`src/rtl/kgprisc_pkg.sv`:
```
// rtl/kgprisc_pkg.sv - shared KGPRISC constants, opcode field bounds and fetch state encoding
package kgprisc_pkg;

    localparam int unsigned ADDR_W = 32;
    localparam logic [5:0]  HALT_OP = 6'b111111;

    // Opcode field position inside a 32-bit instruction word
    localparam int unsigned OPC_HI = 31;
    localparam int unsigned OPC_LO = 26;

    typedef enum logic [1:0] {
        IDLE   = 2'd0,
        RUN    = 2'd1,
        DRAIN  = 2'd2,
        HALTED = 2'd3
    } fetch_state_t;

endpackage

```
`src/rtl/fetch_skid_buf.sv`:
```
// rtl/fetch_skid_buf.sv - one-entry instruction/PC holding register with push, pop and flush
module fetch_skid_buf #(
    parameter int unsigned ADDR_W = 32
) (
    input  logic              clock,
    input  logic              reset,
    input  logic              flush,
    input  logic              push,
    input  logic [31:0]       push_data,
    input  logic [ADDR_W-1:0] push_pc,
    input  logic              pop,
    output logic              valid,
    output logic [31:0]       data,
    output logic [ADDR_W-1:0] pc
);

    // Flush beats push beats pop; the sequencer never pushes while the entry is full
    always_ff @(posedge clock or negedge reset) begin
        if (!reset) begin
            valid <= 1'b0;
            data  <= '0;
            pc    <= '0;
        end else if (flush) begin
            valid <= 1'b0;
        end else if (push) begin
            valid <= 1'b1;
            data  <= push_data;
            pc    <= push_pc;
        end else if (pop) begin
            valid <= 1'b0;
        end
    end

endmodule

```
`src/rtl/fetch_sequencer.sv`:
```
// rtl/fetch_sequencer.sv - KGPRISC instruction fetch sequencer (PC, imem requests, decode handshake); option FETCH_SKID_BUF_EN
module fetch_sequencer #(
    parameter int unsigned       ADDR_W   = kgprisc_pkg::ADDR_W,
    parameter logic [ADDR_W-1:0] RESET_PC = '0,
    parameter logic [5:0]        HALT_OP  = kgprisc_pkg::HALT_OP
) (
    input  logic              clock,
    input  logic              reset,
    output logic [ADDR_W-1:0] imem_addr,
    input  logic [31:0]       imem_data,
    input  logic              redirect_valid,
    input  logic [ADDR_W-1:0] redirect_pc,
    output logic              inst_valid,
    input  logic              inst_ready,
    output logic [31:0]       inst_out,
    output logic [ADDR_W-1:0] inst_pc,
    output logic              halted
);

    import kgprisc_pkg::*;

    localparam logic [ADDR_W-1:0] PC_ONE = {{(ADDR_W-1){1'b0}}, 1'b1};

    fetch_state_t      state;
    logic [ADDR_W-1:0] pc;
    logic [ADDR_W-1:0] req_pc_q;
    logic              req_q;

    logic              transfer;
    logic              stalled;
    logic              room;
    logic              issue;
    logic              load_any;
    logic              drop_rsp;
    logic [31:0]       load_data;
    logic [ADDR_W-1:0] load_pc;

    assign imem_addr = pc;
    assign transfer  = inst_valid && inst_ready;
    assign stalled   = inst_valid && !inst_ready;

`ifdef FETCH_SKID_BUF_EN
    logic              skid_valid;
    logic [31:0]       skid_data;
    logic [ADDR_W-1:0] skid_pc;
    logic              skid_push;
    logic              skid_pop;
    logic              skid_flush;

    // A response meeting a stalled output parks in the skid entry; the entry refills the output on the next transfer
    always_comb begin
        skid_flush = redirect_valid && (state != IDLE);
        skid_push  = (state == RUN) && !redirect_valid && req_q && stalled;
        skid_pop   = (state == RUN) && !redirect_valid && skid_valid && transfer;
        drop_rsp   = 1'b0;
        // Only issue when the entry is empty now and will not be filled this cycle, so every response has a home
        room       = !skid_valid && !skid_push;
        load_any   = 1'b0;
        load_data  = imem_data;
        load_pc    = req_pc_q;
        if (skid_pop) begin
            load_any  = 1'b1;
            load_data = skid_data;
            load_pc   = skid_pc;
        end else if ((state == RUN) && req_q && !stalled) begin
            load_any  = 1'b1;
        end
    end

    fetch_skid_buf #(
        .ADDR_W (ADDR_W)
    ) u_skid (
        .clock     (clock),
        .reset     (reset),
        .flush     (skid_flush),
        .push      (skid_push),
        .push_data (imem_data),
        .push_pc   (req_pc_q),
        .pop       (skid_pop),
        .valid     (skid_valid),
        .data      (skid_data),
        .pc        (skid_pc)
    );
`else
    // A response meeting a stalled output is dropped and its address rewound for re-issue
    always_comb begin
        room      = !stalled;
        drop_rsp  = (state == RUN) && req_q && stalled;
        load_any  = (state == RUN) && req_q && !stalled;
        load_data = imem_data;
        load_pc   = req_pc_q;
    end
`endif

    assign issue = (state == RUN) && !redirect_valid && room;

    // FSM, PC sequencing, request tracking and the registered output stage
    always_ff @(posedge clock or negedge reset) begin
        if (!reset) begin
            state      <= IDLE;
            pc         <= RESET_PC;
            req_q      <= 1'b0;
            req_pc_q   <= '0;
            inst_valid <= 1'b0;
            inst_out   <= '0;
            inst_pc    <= '0;
            halted     <= 1'b0;
        end else if (state == IDLE) begin
            state <= RUN;
        end else if (redirect_valid) begin
            // Redirect wins everywhere after IDLE: kill in-flight work and restart at the target
            state      <= RUN;
            halted     <= 1'b0;
            inst_valid <= 1'b0;
            req_q      <= 1'b0;
            pc         <= redirect_pc;
        end else begin
            req_q <= issue;
            if (issue) begin
                req_pc_q <= pc;
                pc       <= pc + PC_ONE;
            end
            if (drop_rsp) begin
                pc <= req_pc_q;
            end
            if (load_any) begin
                inst_valid <= 1'b1;
                inst_out   <= load_data;
                inst_pc    <= load_pc;
                // HALT stops fetch: discard whatever was issued behind it and park the PC just past it
                if (load_data[OPC_HI:OPC_LO] == HALT_OP) begin
                    state <= DRAIN;
                    req_q <= 1'b0;
                    pc    <= load_pc + PC_ONE;
                end
            end else if (transfer) begin
                inst_valid <= 1'b0;
            end
            if ((state == DRAIN) && transfer) begin
                state  <= HALTED;
                halted <= 1'b1;
            end
        end
    end

endmodule
```
`config.mk`:
```
export PLATFORM = sky130hd
export DESIGN_NAME = fetch_sequencer
export DESIGN_NICKNAME = d
export VERILOG_FILES = /design/src/rtl/kgprisc_pkg.sv /design/src/rtl/fetch_skid_buf.sv /design/src/rtl/fetch_sequencer.sv
export SDC_FILE = /design/constraint.sdc
export NUM_CORES = 1
export LEC_CHECK = 0
export BUFFER_PORTS_ARGS = -buffer_cell sky130_fd_sc_hd__buf_4
export CORE_MARGIN = 2
export CORE_UTILIZATION = 35
export CTS_CLUSTER_DIAMETER = 60
export DETAILED_ROUTE_END_ITERATION = 6
export PLACE_DENSITY = 0.67
export SYNTH_ARGS = -nofsm -noshare
export SYNTH_HDL_FRONTEND = slang
export SYNTH_SLANG_ARGS = --single-unit
```
`constraint.sdc`:
```
create_clock -name clock -period 2.3 [get_ports clock]
set_input_delay 0.23 -clock clock [delete_from_list [all_inputs] [get_ports clock]]
set_output_delay 0.23 -clock clock [all_outputs]
set_load 0.02 [all_outputs]
```
# [Word level (Yosys, flattened, before mapping)]
# Cells that the tools add are included.
[op_classes] addsub=2 n_eq_ne=3 mux=18 bitwise=2 n_reduce_logical=21
[ops] cell="$mux W32" count=5
[ops] cell="$add A32 B1 Y32 const B" count=2
[ops] cell="$mux W2" count=5
[ops] cell="$logic_and A1 B1 Y1" count=8
[ops] cell="$mux W1" count=8
[ops] cell="$reduce_bool A4 Y1" count=2
[ops] cell="$eq A6 B6 Y1 const B" count=1
[ops] cell="$reduce_and A2 Y1" count=3
[ops] cell="$reduce_and A3 Y1" count=2
[ops] cell="$logic_not A1 Y1" count=3
[ops] cell="$reduce_bool A3 Y1" count=1
[ops] cell="$eq A2 B1 Y1 const B" count=1
[ops] cell="$eq A2 B2 Y1 const B" count=1
[ops] cell="$logic_not A2 Y1" count=1
[ops] cell="$not A1 Y1" count=2
[ops] cell="$reduce_bool A2 Y1" count=1
[totals] register_bits=133 inputBits=68

# [Logic depth before layout (Yosys ltp)]
# Gate-level depths: netlist of run 1.
[logic_depth] ltp_word=9 depth_mapped=9 depth_no_buf=7

# [Least setup slack after synthesis of run 1]
# No wires, ideal clock.
[synth_path] path_type="flip-flop to flip-flop" startpoint="register pc[5] (netlist: imem_addr[5])" endpoint="register pc[29] (netlist: imem_addr[29])" arrival_time_ps=2300 required_time_ps=2223 setup_slack_ps=-77 path_stages_with_launch=9 period_less_slack_ps=2377 cell_sequence="dfrtp_1 clkbuf_1 nand4_1 or4_1 clkbuf_1 or4_1 a21oi_1 o22ai_1 o21ai_1"
[synth_via] elab_chain_len=6
[synth_lines] element="start: declaration" line_no="fetch_sequencer.sv:25" text="logic [ADDR_W-1:0] pc;"
[synth_lines] element="start signal: assignment" line_no="fetch_sequencer.sv:116" text="pc <= redirect_pc;"
[synth_lines] element="start signal: assignment" line_no="fetch_sequencer.sv:121" text="pc <= pc + PC_ONE;"
[synth_lines] element="start signal: assignment" line_no="fetch_sequencer.sv:124" text="pc <= req_pc_q;"
[synth_lines] element="$add A32 B1 Y32 (*)" line_no="fetch_sequencer.sv:121"
[synth_lines] element="$mux W32 (*)" line_no="fetch_sequencer.sv:119" text="if (issue) begin"
[synth_lines] element="$mux W32 (*)" line_no="fetch_sequencer.sv:123" text="if (drop_rsp) begin"
[synth_lines] element="$mux W32" line_no="fetch_sequencer.sv:131" text="if (load_data[OPC_HI:OPC_LO] == HALT_OP) begin"
[synth_lines] element="$mux W32 (*)" line_no="fetch_sequencer.sv:126" text="if (load_any) begin"
[synth_lines] element="$mux W32 (*)" line_no="fetch_sequencer.sv:110" text="end else if (redirect_valid) begin"
# Mark *: on every way between the ends. The rest lies on a longest branch, timed or not.
# A chain may end at the register's enable or synchronous reset.

# [Final worst setup path of run 1]
[layout_path] startpoint="register state[1]" endpoint="register pc[29] (netlist: imem_addr[29])"
[layout_via] elab_chain_len=8 word_cells_on_any_way=12 classes_between="eq/ne (1); mux (5); reduce/logical (6)"
[layout_lines] element="start: declaration" line_no="fetch_sequencer.sv:24" text="fetch_state_t state;"
[layout_lines] element="start signal: assignment" line_no="fetch_sequencer.sv:100" text="state <= IDLE;"
[layout_lines] element="start signal: assignment" line_no="fetch_sequencer.sv:109" text="state <= RUN;"
[layout_lines] element="start signal: assignment" line_no="fetch_sequencer.sv:112" text="state <= RUN;"
[layout_lines] element="$eq A2 B1 Y1" line_no="fetch_sequencer.sv:88, fetch_sequencer.sv:89, fetch_sequencer.sv:95"
[layout_lines] element="$logic_and A1 B1 Y1 (2 in series)" line_no="fetch_sequencer.sv:95" text="assign issue = (state == RUN) && !redirect_valid && room;"
[layout_lines] element="$mux W32" line_no="fetch_sequencer.sv:119"
[layout_lines] element="$mux W32" line_no="fetch_sequencer.sv:123"
[layout_lines] element="$mux W32" line_no="fetch_sequencer.sv:131"
[layout_lines] element="$mux W32" line_no="fetch_sequencer.sv:126"
[layout_lines] element="$mux W32" line_no="fetch_sequencer.sv:110"
[layout_lines] element="end signal: assignment" line_no="fetch_sequencer.sv:116"
[layout_lines] element="end signal: assignment" line_no="fetch_sequencer.sv:124"
[layout_lines] element="end signal: assignment" line_no="fetch_sequencer.sv:134" text="pc <= load_pc + PC_ONE;"
# Parallel ways exist; a longest one is shown, timed or not.

==> results of run 1 <==
state kept, by name, summed over array words and instances (netlist names):
signal and count:
state 2, load_pc 32, imem_addr 32, inst_out 32
inst_pc 32, req_q 1, inst_valid 1, halted 1
layout make-up:
type / instances / area [sq um]
multi-input cells: 568 / 3710
repair buffers: 277 / 2180
well taps: 270 / 338
clock buffers: 20 / 467
fillers: 1880 / 9900
clock inverters: 12 / 128
flip-flops and latches: 133 / 3330
inverters: 12 / 45.0
cells by family (layout without fill, tap and decap cells):
family / after synthesis / after routing / share of synthesized area, %
buffers and inverters: 66 / 321 / 3.64
xor gates and xnor gates: 27 / 27 / 3.31
and+or+nand+nor: 309 / 309 / 21.1
AOI/OAI and AO/OA: 159 / 159 / 13.9
adders and majority gates: 2 / 2 / 0.350
DFF: 133 / 133 / 46.6
muxes: 71 / 71 / 11.1
final timing paths:
path	startpoint	depth (start not counted)	to
setup reg to reg	state[1]	7	imem_addr[29]
max in group asynchronous	reset	3	load_pc[12]
hold reg to reg	inst_pc[8]	1	inst_pc[8]
hold / removal	redirect_pc[23]	3	imem_addr[23]
min in group asynchronous	reset	2	inst_pc[21]
setup / recovery	state[1]	7	imem_addr[29]
metal layers:
layer	vias to the layer above	part of all wire (%)	track usage, %
met5	-	0	0
met4	0	2.5	7.96
met3	53	8.1	4.88
met2	335	46	35.1
met1	3475	43	30.8
li1	3270	-	-
report_power, final:
group          internal (mW)  total (mW)  switching, mW
Clock                   1.68        2.78           1.11
Sequential              2.78        3.07          0.286
Combinational           1.15        2.47           1.32
timing repair:
item                                   in CTS  in global routing
gates cloned                                0                  3
gates resized for setup                     4                 26
pin swaps                                   1                  6
hold buffers                                1                  0
buffers inserted                            2                  5
setup endpoints to repair                   3                 17
endpoints found under the hold margin      39                  0
worst max-delay path: cells and delay by family (launching register included):
family,cells,cell delay (ns)
AND/OR/NAND/NOR,2,0.93
AO/OA/AOI/OAI,4,0.61
flip-flops,1,0.43
buffers and inverters,1,0.18
layout by cell type, fill, tap and decap left out, types with 7 or more instances in the layout:
cell type / count
a21oi_1: 43
nor4_1: 10
and3_1: 16
inv_1: 12
clkbuf_16: 19
nand4_1: 23
nand2_1: 130
nor3_1: 9
xnor2_1: 16
mux2_2: 66
o21ai_0: 43
xor2_1: 11
or3_1: 8
buf_4: 265
a211oi_1: 7
nand3_1: 28
dfrtp_1: 131
a31oi_1: 11
nor2_1: 34
through the flow:
stage / area, sq um / std cells / worst slack (ns) / TNS [ns]
2_1_floorplan: 7170 / 767 / -0.0353 / -0.0631
3_3_place_gp: 9340 / 1249 / -0.0126 / -0.0155
3_5_place_dp: 9340 / 1249 / -0.0928 / -0.210
4_1_cts: 9970 / 1284 / 0.00785 / 0
5_1_grt: 10200 / 1292 / -0.0591 / -0.232
6_report: 10200 / 1292 / 0.0220 / 0
==> impl_metrics.tcl, run 1 <==
set metrics [dict create \
    status "finished clean" \
    wl_per_cell_um 19.1 \
    hpwl_um 16700 \
    antenna_found_initial 0 \
    synth.area.top_cells "dfrtp_1 (47%), mux2_2 (10%), nand2_1 (6.8%), a21oi_1 (3.2%), o21ai_0 (3.1%)" \
    cts_buffer_depth 2 \
    dr_total_vias 7133 \
    cpPeakStageDelay_ns 0.53 \
    crit_chain "or3b_4 > or4_4 > buf_4 > o31ai_1 > a21oi_2 > o22ai_1 > o21ai_1" \
    routed_wl_um 24700 \
    core-area_sq_um 20100 \
    yosysTopAreaCellShare_pct 46.6 \
    power.density_nw_per_um2 816 \
    clock_skew_ns 0.0113 \
    cts_root_buf "clkbuf_16" \
    grt_pass1_vias 6844 \
    die_h_um 147 \
    path_class "reg -> reg" \
    cts_buffers 17 \
    yosys-top-cells-count "dfrtp_1 (133), nand2_1 (130), mux2_2 (66)" \
    fp.dieW_um 147 \
    grt_overflow 0 \
    gp_congestion 0.888 \
    syn_to_final_growth_pct 42.9 \
    cp_slowest_cell "or4_4" \
    drc_errors 0 \
    endpoint_kind "register" \
    synth_top_area_cell "dfrtp_1" \
    vias_per_cell 5.52 \
    drt_iter0_drc 900 \
    n_antenna_cell 0 \
    setup_viol 0 \
    ant_nets 0 \
    synth_ff_type "dfrtp_1" \
    seq_area_frac_synth_pct 46.6 \
    die_area_sq_um 21600 \
    start_kind "register" \
    grt_setup_unrepaired "true" \
    holdCritPathClass "in -> reg" \
    vdd_drop_max_uv 564 \
    synth_seq_cells 133 \
    synth_edf_count 0 \
    synth_cell_types 62 \
    synth_area_sq_um 7140 \
    hold_viol_final 0 \
    critPathMaxFanout 6 \
    async_reset_ff_share_pct 100 \
    relSlewSlack_pct 63.6 \
    start_util_pct 35.5 \
    grt_usage_pct 22.4 \
    row_count 52 \
    htree_levels 4 \
    holdWs_ns 0.0291 \
    cts_tree "yes" \
    r2r_setup_slack_ns 0.02 \
    synth_nets 837 \
    nNetsFinal 1079 \
    arrival_ns 2.58 \
    total_power_mw 8.32 \
    grt_pass1_wl_um 37700 \
    max_cap_viol_count 0 \
    portBuffers 165 \
    utilization_pct 50.7 \
    cellLeakagePower_nw 4.59 \
    syn_area_per_cell_sq_um 9.31 \
    post-route-period-util_pct 99.0 \
    ios 166 \
    fmax_mhz 439 \
    synth_cells 767 \
    firstDrtPassIters 5 \
    clkTransAtPathRegs_ns 0.06 \
    yosysMostFrequentCell "dfrtp_1" \
    min_period_ns 2.28 \
    drive_gt1_share_pct 40.3 \
    worst_slew_pin_slew_ns 0.543 \
    grt_max_degree 48 \
    final_max_slew_viol_count 0 \
    clk_latency_ns 0.43 \
    crit_required_ns 2.60 \
    ys_warn_count 0 \
    clock_sinks 133 \
]
Note: power is estimated with default switching activity, not from simulation.
==> run 2, diff against run 1 <==
--- a/config.mk
+++ b/config.mk
@@ -5,6 +5,7 @@
 export SDC_FILE = /design/constraint.sdc
 export NUM_CORES = 1
 export LEC_CHECK = 0
+export ABC_AREA = 1
 export BUFFER_PORTS_ARGS = -buffer_cell sky130_fd_sc_hd__buf_4
 export CORE_MARGIN = 2
 export CORE_UTILIZATION = 35
==> impl_metrics.tcl, run 2 <==
set metrics [dict create \
    synth_cells 1018 \
    drt_iter0_drc 780 \
    n_antenna_cell 0 \
    drive_gt1_share_pct 23.8 \
    reg2reg_from "inst_valid" \
    die_h_um 151 \
    max_cap_viol_count 0 \
    met2_usage_pct 32.8 \
    seqPwrFrac_pct 37.8 \
    ant_nets 0 \
    synth_cell_types 31 \
    nNetsFinal 1257 \
    start_util_pct 35.8 \
    relSlewSlack_pct 69.9 \
    setup_viol 0 \
    synth_edf_count 0 \
    p_sw_mw 2.86 \
    synth.area.top_cells "dfrtp_1 (44%), nand2_1 (12%), a21oi_1 (6.5%), o21ai_0 (6.0%), mux2_2 (5.8%)" \
    critPathMostFrequentCell "nand2_1" \
    status "finished clean" \
    routed_wl_um 25400 \
    pwr-share-clk_pct 35.4 \
    final_common_cell "nand2_1" \
    yosys-top-cells-count "nand2_1 (251), dfrtp_1 (133), nor2_1 (116)" \
    synth_top_area_cell "dfrtp_1" \
    cts_buffers 17 \
    yosysTopAreaCellShare_pct 43.9 \
    grt_pass1_vias 7332 \
    swShare_pct 33.4 \
    antenna_found_initial 0 \
    start_kind "register" \
    power.density_nw_per_um2 866 \
    ios 166 \
    grt_usage_pct 22.8 \
    use_met3_pct 4.07 \
    cts_root_buf "clkbuf_16" \
    firstDrtPassIters 5 \
    fmax_mhz 482 \
    cts.repair.resized 0 \
    holdCritPathClass "in -> reg" \
    startpoint "inst_valid" \
    wl_per_cell_um 17.2 \
    grt_setup_unrepaired "false" \
    cellLeakagePower_nw 4.63 \
    ctsHoldBuffers 1 \
    cts_tree "yes" \
    total_power_mw 8.56 \
    cpPeakStageDelay_ns 0.41 \
    synth_area_sq_um 7580 \
    ys_warn_count 0 \
    worstHoldStart "redirect_pc[20]" \
    hold_viol_final 0 \
    busiest_layer "met1" \
    grt_pass1_wl_um 39900 \
    utilization_pct 46.7 \
    fp.dieW_um 151 \
    post_cts_buffers 0 \
    yosysMostFrequentCell "nand2_1" \
    synth_nets 1088 \
    clock_sinks 133 \
    portBuffers 165 \
    async_reset_ff_share_pct 100 \
    clk_latency_ns 0.42 \
    crit_required_ns 2.59 \
    grt_overflow 0 \
    synth_ff_type "dfrtp_1" \
    drc_errors 0 \
    fillers 2112 \
    grt_max_degree 91 \
    syn_to_final_growth_pct 30.5 \
    p_comb_share_pct 26.8 \
    core-area_sq_um 21200 \
    hpwl_um 18900 \
    row_count 53 \
    die_area_sq_um 22800 \
    fin_tns_setup_ns 0 \
    gp_congestion 0.975 \
    met1_usage_pct 34.5 \
    clock_skew_ns 0.00957 \
    htree_levels 4 \
    seq_area_frac_synth_pct 43.9 \
    post-route-period-util_pct 90.1 \
    dr_total_vias 7761 \
    syn_area_per_cell_sq_um 7.44 \
    mostFrequentLayoutCells "nand2_1 (250), buf_4 (185), dfrtp_1 (133)" \
    crit_chain "nand2_1 > inv_1 > nand3_1 > clkinv_1 > buf_4 > a21oi_1 > o21ai_0 > nand2_1 > a31oi_1" \
    vias_per_cell 5.26 \
    endpoint_kind "register" \
    critPathMaxFanout 14 \
    path_class "reg -> reg" \
    min_period_ns 2.07 \
    vdd_drop_max_uv 506 \
    cts_buffer_depth 2 \
    final_max_slew_viol_count 0 \
    arrival_ns 2.37 \
    cellInternalPower_mw 5.70 \
    clkTransAtPathRegs_ns 0.06 \
    worst_slew_pin_slew_ns 0.449 \
    cp_slowest_cell "dfrtp_1" \
    synth_seq_cells 133 \
]
-- run 2: changes by cell type in the layout (fill, tap and decap cells not counted), moves of 16 or more --
cell | before | now
nor2_1 | 34 | 115
and3_1 | 16 | 0
buf_4 | 265 | 185
mux2_2 | 66 | 39
xnor2_1 | 16 | 0
inv_1 | 12 | 92
nand2_1 | 130 | 250
o21ai_0 | 43 | 91
a21oi_1 | 43 | 98
nand3_1 | 28 | 65
-- run 2: power by group through the flow --
| stage | clock (mW) | sequential [mW] | combinational [mW] |
|---|---|---|---|
| finish | 3.03 | 3.23 | 2.30 |
| global route | 3.19 | 3.30 | 2.52 |
| CTS | 3.09 | 3.22 | 2.31 |
| detailed placement | 0 | 3.26 | 2.30 |
| global placement | 0 | 3.25 | 2.28 |
| floorplan | 0 | 3.60 | 0.808 |
-- run 2: cell families (layout without fill, tap and decap cells) --
| logic type | Yosys count | count (layout) | synth area share [%] |
|---|---|---|---|
| xor gates and xnor gates | 8 | 8 | 0.925 |
| AOI/OAI and AO/OA | 220 | 220 | 15.3 |
| and+or+nand+nor | 477 | 477 | 26.4 |
| adders and majority gates | 2 | 2 | 0.330 |
| buffers and inverters | 139 | 321 | 7.36 |
| DFF | 133 | 133 | 43.9 |
| muxes | 39 | 39 | 5.79 |
-- run 2: final timing paths --
| check | slack [ns] | to | cells after the start |
|---|---|---|---|
| worst max-delay path | 0.23 | imem_addr[17] | 9 |
| max in group asynchronous | 1.32 | imem_addr[8] | 3 |
| worst min-delay path | 0.03 | imem_addr[20] | 3 |
| worst min register to register | 0.48 | inst_pc[11] | 2 |
| worst max register to register | 0.23 | imem_addr[17] | 9 |
| min in group asynchronous | 0.32 | inst_pc[16] | 2 |
-- run 2: per-stage QoR --
stage | cells | worst slack (ns) | hold slack [ns] | cell area (sq um)
final | 1475 | 0.227 | 0.0256 | 9890
after global routing | 1475 | 0.0646 | 0.0223 | 9890
after CTS | 1475 | 0.277 | 0.00837 | 9890
after detailed placement | 1442 | 0.295 | 0.204 | 9230
after global placement | 1442 | 0.317 | 0.207 | 9230
after floorplan | 1018 | 0.527 | -0.0656 | 7580
-- run 2: worst max-delay path, delay by kind of cell (launching register included) --
| kind | cells | cell delay (ns) |
|---|---|---|
| buffers and inverters | 3 | 0.85 |
| DFF | 1 | 0.41 |
| and+or+nand+nor | 3 | 0.35 |
| AOI/OAI and AO/OA | 3 | 0.34 |
-- run 2: routing by layer --
metal,up-vias,part of all wire (%)
li1,3706,-
met1,3572,46
met2,441,41
met3,42,11
met4,0,2.3
met5,-,0
-- run 2: cell type report --
class	count	area (sq um)	area share, %
sequential	133	3330	33.7
inverter	98	370	3.75
timing repair buffer	191	1490	15.1
tap	275	344	3.48
clock buffer	18	429	4.34
multi-input combinational	746	3700	37.4
clock inverter	14	224	2.26
